$ cat config.mk
export PLATFORM = sky130hd
export DESIGN_NAME = bounce_gen
export DESIGN_NICKNAME = d
export VERILOG_FILES = /design/src/rtl/bounce_gen.sv
export SDC_FILE = /design/constraint.sdc
export NUM_CORES = 1
export LEC_CHECK = 0
export ABC_AREA = 1
export CORE_ASPECT_RATIO = 1.5
export CORE_UTILIZATION = 55
export DETAILED_ROUTE_END_ITERATION = 16
export GPL_ROUTABILITY_DRIVEN = 1
export PLACE_DENSITY_LB_ADDON = 0.3
export SLEW_MARGIN = 25
export SYNTH_ARGS = -nofsm -noshare
export SYNTH_HDL_FRONTEND = slang
export SYNTH_SLANG_ARGS = --single-unit
$ cat constraint.sdc
create_clock -name CLK -period 2.85 [get_ports CLK]
set_input_delay 0.855 -clock CLK [delete_from_list [all_inputs] [get_ports CLK]]
set_output_delay 0.855 -clock CLK [all_outputs]
set_load 0.03 [all_outputs]
$ cat src/rtl/bounce_gen.sv
// -----------------------------------------------------------------------------
// bounce_gen -- mechanical-switch emulator (transmit-side twin of a debouncer)
//
// On a start request the single-bit switch line is walked from its current
// level to the requested target through an odd number of toggles separated by
// pseudo-random segment lengths. The line is then held steady for a fixed
// settle period, after which a one-cycle done pulse is issued.
//
// Ports:
//   CLK        in   system clock, all state updates on posedge
//   RST_N      in   asynchronous active-low reset
//   start      in   single-cycle request, honoured only while idle
//   target     in   requested final level, sampled together with start
//   switch_out out  emulated bouncing switch line (registered)
//   busy       out  high while bouncing or settling
//   done       out  one-cycle completion pulse
//
// Build option:
//   BOUNCE_DETERMINISTIC_EN  when defined, every request produces exactly
//                            2*BOUNCES_MAX+1 toggles spaced 2^GLITCH_BITS
//                            cycles apart. The LFSR keeps running but no
//                            longer influences the outputs.
// -----------------------------------------------------------------------------
module bounce_gen #(
    parameter logic        INIT_LEVEL    = 1'b1,
    parameter int          BOUNCES_MAX   = 8,
    parameter int          GLITCH_BITS   = 10,
    parameter int          SETTLE_CYCLES = 50000,
    parameter logic [15:0] LFSR_SEED     = 16'hACE1
) (
    input  logic CLK,
    input  logic RST_N,
    input  logic start,
    input  logic target,
    output logic switch_out,
    output logic busy,
    output logic done
);

    // toggles_left never exceeds 2*BOUNCES_MAX (the entry toggle is taken
    // in the same edge that accepts the request).
    localparam int              TL_W        = $clog2(2 * BOUNCES_MAX + 1);
    localparam int              ST_W        = (SETTLE_CYCLES > 1) ? $clog2(SETTLE_CYCLES) : 1;
    localparam logic [ST_W-1:0] SETTLE_LOAD = ST_W'(SETTLE_CYCLES - 1);
    localparam logic [15:0]     LFSR_TAPS   = 16'hB400;

    typedef enum logic [1:0] {
        IDLE,
        BOUNCE,
        SETTLE
    } state_t;

    state_t                 state_q,  state_d;
    logic                   sw_q,     sw_d;
    logic                   busy_q,   busy_d;
    logic                   done_q,   done_d;
    logic                   tgt_q,    tgt_d;
    logic [TL_W-1:0]        tl_q,     tl_d;
    logic [GLITCH_BITS-1:0] seg_q,    seg_d;
    logic [ST_W-1:0]        settle_q, settle_d;
    logic [15:0]            lfsr_q,   lfsr_d;

    // Load values for a new burst / the next segment.
    logic [TL_W-1:0]        tl_load;
    logic [GLITCH_BITS-1:0] seg_load;

    function automatic logic [15:0] lfsr_next(input logic [15:0] v);
        return (v >> 1) ^ (v[0] ? LFSR_TAPS : 16'h0000);
    endfunction

`ifdef BOUNCE_DETERMINISTIC_EN
    assign tl_load  = TL_W'(2 * BOUNCES_MAX);
    assign seg_load = '1;
`else
    // n = (LFSR & (BOUNCES_MAX-1)) + 1; 2*n toggles follow the entry toggle.
    logic [15:0] n_rand;
    assign n_rand   = (lfsr_q & 16'(BOUNCES_MAX - 1)) + 16'd1;
    assign tl_load  = TL_W'({n_rand, 1'b0});
    assign seg_load = lfsr_q[GLITCH_BITS-1:0];
`endif

    assign lfsr_d = lfsr_next(lfsr_q);

    // ---- state register -----------------------------------------------------
    always_ff @(posedge CLK or negedge RST_N) begin
        if (!RST_N) begin
            state_q  <= IDLE;
            sw_q     <= INIT_LEVEL;
            busy_q   <= 1'b0;
            done_q   <= 1'b0;
            tgt_q    <= INIT_LEVEL;
            tl_q     <= '0;
            seg_q    <= '0;
            settle_q <= '0;
            lfsr_q   <= LFSR_SEED;
        end else begin
            state_q  <= state_d;
            sw_q     <= sw_d;
            busy_q   <= busy_d;
            done_q   <= done_d;
            tgt_q    <= tgt_d;
            tl_q     <= tl_d;
            seg_q    <= seg_d;
            settle_q <= settle_d;
            lfsr_q   <= lfsr_d;
        end
    end

    // ---- next-state logic ---------------------------------------------------
    always_comb begin
        state_d  = state_q;
        sw_d     = sw_q;
        busy_d   = busy_q;
        done_d   = 1'b0;
        tgt_d    = tgt_q;
        tl_d     = tl_q;
        seg_d    = seg_q;
        settle_d = settle_q;

        case (state_q)
            IDLE: begin
                if (start) begin
                    if (target == sw_q) begin
                        // Already at the requested level: acknowledge only.
                        done_d = 1'b1;
                    end else begin
                        // The entry toggle is applied on the accepting edge so
                        // the first BOUNCE cycle already shows the new level.
                        tgt_d   = target;
                        sw_d    = ~sw_q;
                        tl_d    = tl_load;
                        seg_d   = seg_load;
                        busy_d  = 1'b1;
                        state_d = BOUNCE;
                    end
                end
            end

            BOUNCE: begin
                if (seg_q == '0) begin
                    tl_d  = tl_q - TL_W'(1);
                    seg_d = seg_load;
                    if (tl_q == TL_W'(1)) begin
                        // Last toggle: parity puts us on the target, drive it
                        // explicitly so the final level is never in doubt.
                        sw_d     = tgt_q;
                        settle_d = SETTLE_LOAD;
                        state_d  = SETTLE;
                    end else begin
                        sw_d = ~sw_q;
                    end
                end else begin
                    seg_d = seg_q - GLITCH_BITS'(1);
                end
            end

            SETTLE: begin
                if (settle_q == '0) begin
                    done_d  = 1'b1;
                    busy_d  = 1'b0;
                    state_d = IDLE;
                end else begin
                    settle_d = settle_q - ST_W'(1);
                end
            end

            default: begin
                state_d = IDLE;
                busy_d  = 1'b0;
            end
        endcase
    end

    assign switch_out = sw_q;
    assign busy       = busy_q;
    assign done       = done_q;

endmodule

==> impl_metrics.json, run 1 <==
{
  "status": "finished clean",
  "ant_nets": 0,
  "r2r-end": "tl_q[1]",
  "dieArea_um2": 5620,
  "ctsResizeCount": 0,
  "fp.dieH_um": 91.3,
  "synth-seq-area-share_pct": 45.8,
  "vias": 2443,
  "setup_viol": 0,
  "ys_seq_elements": 53,
  "grt_antenna_before_repair": 0,
  "cp_top_family": "buffers and inverters",
  "io_buffer_count": 6,
  "hpwl_mm": 4.56,
  "synth_top_area_cell": "dfrtp_1",
  "yosysWarnings": 0,
  "synth_fp_nets": 396,
  "postSynthCellCount": 386,
  "coreArea_um2": 5120,
  "fillCellCount": 489,
  "pwr_density_cell_nw_per_um2": 388,
  "path_cells": "clkdlybuf4s50_1",
  "routed_via_density": 5.25,
  "gp_congestion": 0.910,
  "fmax_mhz": 410,
  "hp-start": "lfsr_q[12]",
  "fin_crit_ps": 2440,
  "synthDistinctLibCells": 30,
  "nets": 406,
  "critPathBufInv": 1,
  "hold_slack_ps": 366,
  "cp_data_required_time_ps": 2000,
  "ys.flop_type": "dfrtp_1",
  "setup-tns-final_ps": 0,
  "rows": 32,
  "numCtsBuffers": 5,
  "synth_common_cells": "nand2_1, nor2_1, dfrtp_1, nand3_1, inv_1",
  "cp.arrival_ps": 1580,
  "finalHoldViolations": 0,
  "cts_sinks": 53,
  "wl_mm": 6.09,
  "maxCapViolCount": 0,
  "grt_max_degree": 31,
  "hold_buffers": 0,
  "cts_root_buf": "clkbuf_8",
  "async_flop_share_pct": 100,
  "synth-edff-count": 0,
  "drt_drc_violations_left": 0,
  "cts_tree": "yes",
  "tightest_slew_ps": 592,
  "die_w_um": 61.5,
  "r2r_start": "switch_out",
  "min_path_cells": 0,
  "cts_setup_buffers": 0,
  "peakVddDrop_mv": 0.408,
  "top_level_ports": 7,
  "insertion_delay_ps": 310,
  "grt_pass1_wl_mm": 9.98,
  "yosys.cell_count.top_type": "nand2_1",
  "synth_top_cell_area_share_pct": 36.8,
  "cpPeakStageDelay_ps": 680,
  "drive_gt1_share_pct": 12.3,
  "grt_pass1_vias": 2300,
  "critPathMaxFanout": 5,
  "crit_path_end_kind": "primary output",
  "clock_path_buffers": 2,
  "grtUsageTotal_pct": 23.8,
  "first_pass_iters": 5,
  "synth_area_per_cell_um2": 7.57,
  "overflow": 0,
  "critical_path_class": "register to primary output",
  "period_share_pct": 85.5,
  "path_clk_slew_ps": 100,
  "synth_area_um2": 2920,
  "whs_endpoint": "lfsr_q[11]",
  "start_util_pct": 57.0,
  "synthToLayoutAreaGrowth_pct": 7.83,
  "r2r_cells": 10,
  "htree_levels": 2,
  "leakagePower_nw": 1.73,
  "skew_ps": 5.59,
  "drt_iter0_drc": 193,
  "diodes": 0,
  "rsz0062_at_grt": "no",
  "cpMaxStageDelayCell": "clkdlybuf4s50_1",
  "hold_path.class": "register to register",
  "slew_headroom_pct": 60.6,
  "cp-start-kind": "register",
  "wire_per_inst_um": 13.1,
  "reg2reg_setup_slack_ps": 1010,
  "synthTopCellsByArea": "dfrtp_1, nand2_1, dfstp_2",
  "maxSlewViolCount": 0
}
## cells by family (layout without fill, tap and decap cells)
kind of cell / count (synthesis) / after routing / share of synthesized area (%)
buf+inv: 50 / 61 / 7.02
xor+xnor: 9 / 9 / 2.70
simple gates: 237 / 237 / 36.0
compound gates: 31 / 31 / 5.95
fa+ha+maj: 6 / 6 / 2.57
flops: 53 / 53 / 45.8
## layout by cell type (no fill, tap or decap), types with 6 or more instances in the layout
cell and n:
dfrtp_1 43, nor2_1 47, ha_1 6, nand4_1 7
inv_1 34, inv_2 10, xor2_1 8, nand3_1 40
o21ai_1 13, o21ai_0 9, nand2_1 126, dfstp_2 10
## worst max-delay path by stage
stage,from,endpoint,cells past startpoint,slack [ps]
floorplan,target,seg_q[7],10,1060
global placement,target,tl_q[1],11,310
detailed placement,target,tl_q[1],11,240
CTS,switch_out,switch_out,1,400
global route,switch_out,switch_out,1,380
finish,switch_out,switch_out,1,410
## registers in the layout, summed over array words and instances (netlist names)
| signal | count |
|---|---|
| seg_q | 10 |
| tgt_q | 1 |
| tl_q | 5 |
| lfsr_q | 16 |
| busy | 1 |
| settle_q | 16 |
| state_q | 2 |
| done | 1 |
| switch_out | 1 |
## where the power goes
group / switching [mW] / total, mW / internal [mW]
Combinational: 0.0162 / 0.0224 / 0.00613
Sequential: 0 / 0.752 / 0.752
Clock: 0.264 / 0.448 / 0.184
## metal layers
| metal | GRT usage (%) | wire (um) |
|---|---|---|
| met1 | 26.8 | 2440 |
| met2 | 41.9 | 3410 |
| met3 | 3.85 | 110 |
| met4 | 10.6 | 137 |
| met5 | 0 | 0 |
## area by class of cell
class | count | area [um^2] | share of cell area, %
Clock buffer | 5 | 68.8 | 2.18
Clock inverter | 3 | 28.8 | 0.913
Inverter | 45 | 169 | 5.36
Multi-Input combinational cell | 283 | 1380 | 43.7
Sequential cell | 53 | 1340 | 42.5
Tap cell | 68 | 85.1 | 2.70
Timing Repair Buffer | 8 | 82.6 | 2.62
## stage by stage
stage,setup slack (ps),instance area (um^2),util (%),instances,power [mW]
5_1_grt,378,3150,61.5,465,1.27
2_1_floorplan,1060,2920,-,386,0.768
3_5_place_dp,243,3050,59.6,457,0.790
4_1_cts,398,3150,61.5,465,1.24
3_3_place_gp,308,3050,59.6,457,0.790
6_report,412,3150,61.5,465,1.22
No activity file was read; power rests on OpenSTA's default activity.
==> inputs of run 2 (changes only) <==
--- a/config.mk
+++ b/config.mk
@@ -6,6 +6,7 @@
 export NUM_CORES = 1
 export LEC_CHECK = 0
 export ABC_AREA = 1
+export CAP_MARGIN = 5
 export CORE_ASPECT_RATIO = 1.5
 export CORE_UTILIZATION = 55
 export DETAILED_ROUTE_END_ITERATION = 16
==> results of run 2 <==
Final layout, timing and power as in run 1 (identical DEF).
==> inputs of run 3 (changes only) <==
==> constraint.sdc (replaced) <==
create_clock -name CLK -period 2.85 [get_ports CLK]
set_input_delay 0.285 -clock CLK [delete_from_list [all_inputs] [get_ports CLK]]
set_output_delay 0.285 -clock CLK [all_outputs]
set_load 0.03 [all_outputs]
==> impl_metrics.json, run 3 (synthesis gave the netlist of run 1 again) <==
{
  "top_level_ports": 7,
  "grt_pass1_wl_mm": 10.1,
  "rsz0062_at_grt": "no",
  "nets": 407,
  "wire_per_inst_um": 13.1,
  "maxCapViolCount": 0,
  "critPathMaxFanout": 5,
  "final_common_cell": "nand2_1",
  "cpMaxStageDelayCell": "clkdlybuf4s50_1",
  "fin_crit_ps": 1880,
  "hold_path.class": "input pin to asynchronous set/reset pin",
  "clock_path_buffers": 2,
  "instances_no_fill": 466,
  "setup_viol": 0,
  "maxSlewViolCount": 0,
  "routed_via_density": 5.24,
  "cts_root_buf": "clkbuf_8",
  "cp_data_required_time_ps": 2570,
  "hold_buffers": 0,
  "skew_ps": 10.5,
  "fillCellCount": 485,
  "cp-start-kind": "register",
  "ant_nets": 0,
  "insertion_delay_ps": 320,
  "pwr_density_cell_nw_per_um2": 390,
  "dieArea_um2": 5620,
  "finalHoldViolations": 4,
  "r2r_cells": 11,
  "grtUsageTotal_pct": 24.3,
  "drive_gt1_share_pct": 12.6,
  "fp.dieH_um": 91.3,
  "critPathBufInv": 1,
  "grt_max_degree": 32,
  "rows": 32,
  "leakagePower_nw": 1.73,
  "cp_top_family": "buffers and inverters",
  "cts_setup_buffers": 0,
  "layout_common_cells": "nand2_1, nor2_1, dfrtp_1, nand3_1, inv_1",
  "setup-tns-final_ps": 0,
  "ctsResizeCount": 0,
  "grt_antenna_before_repair": 0,
  "grt_pass1_vias": 2355,
  "r2r-end": "seg_q[2]",
  "hold_slack_ps": -3.66,
  "fmax_mhz": 531,
  "drt_iter0_drc": 158,
  "path_cells": "clkdlybuf4s50_1",
  "coreArea_um2": 5120,
  "violations": "negative hold slack",
  "overflow": 0,
  "synthToLayoutAreaGrowth_pct": 7.66,
  "place_inst": 458,
  "io_buffer_count": 6,
  "tightest_slew_ps": 696,
  "largest_registers": "lfsr_q x16, settle_q x16, seg_q x10",
  "reg2reg_setup_slack_ps": 990,
  "slew_headroom_pct": 53.6,
  "drt_drc_violations_left": 0,
  "cp.arrival_ps": 1600,
  "hpwl_mm": 4.55,
  "first_pass_iters": 5,
  "wl_mm": 6.09,
  "period_share_pct": 66.1,
  "numCtsBuffers": 5,
  "peakVddDrop_mv": 0.329,
  "diodes": 0,
  "path_clk_slew_ps": 100,
  "status": "finished with violations",
  "vias": 2443,
  "start_util_pct": 57.0,
  "crit_path_end_kind": "primary output",
  "htree_levels": 2,
  "cts_tree": "yes",
  "cts_sinks": 53,
  "gp_congestion": 0.946,
  "die_w_um": 61.5,
  "cpPeakStageDelay_ps": 680,
  "critical_path_class": "register to primary output",
  "r2r_start": "seg_q[0]"
}
-- run 3: cell type report --
type,count,area [um^2],area share (%)
clock buffer,5,68.8,2.19
clock inverter,3,28.8,0.915
inverter,45,169,5.37
multi-input combinational,283,1380,43.8
sequential,53,1340,42.5
tap,68,85.1,2.70
timing repair buffer,9,77.6,2.47
-- run 3: power breakdown --
part / total, mW / leakage (nW) / internal, mW / switching (mW)
Clock: 0.454 / 0.0506 / 0.184 / 0.270
Combinational: 0.0211 / 0.998 / 0.00518 / 0.0159
Sequential: 0.752 / 0.677 / 0.752 / 0
Total: 1.23 / 1.73 / 0.941 / 0.286
-- run 3: worst max-delay path by stage --
stage	startpoint	end	slack, ps	cells after the start
global placement	target	tl_q[4]	880	11
detailed placement	target	tl_q[4]	800	11
CTS	switch_out	switch_out	950	1
finish	switch_out	switch_out	970	1
global route	switch_out	tl_q[2]	820	10
floorplan	seg_q[0]	settle_q[12]	1250	10
-- run 3: metal layers --
layer	global-route usage, %	part of all wire, %
met5	0	0
met4	10.9	2.6
met3	4.27	2.4
met2	43.5	54
met1	26.2	41
-- run 3: stage by stage --
step	setup slack [ps]	util, %	instance area [um^2]	hold slack [ps]	total power [mW]
2_1_floorplan	1250	-	2920	-10.6	0.768
3_3_place_gp	883	59.5	3050	347	0.788
3_5_place_dp	804	59.5	3050	342	0.789
4_1_cts	950	61.4	3150	18.7	1.24
5_1_grt	821	61.4	3150	56.1	1.27
6_report	966	61.4	3150	-3.66	1.23
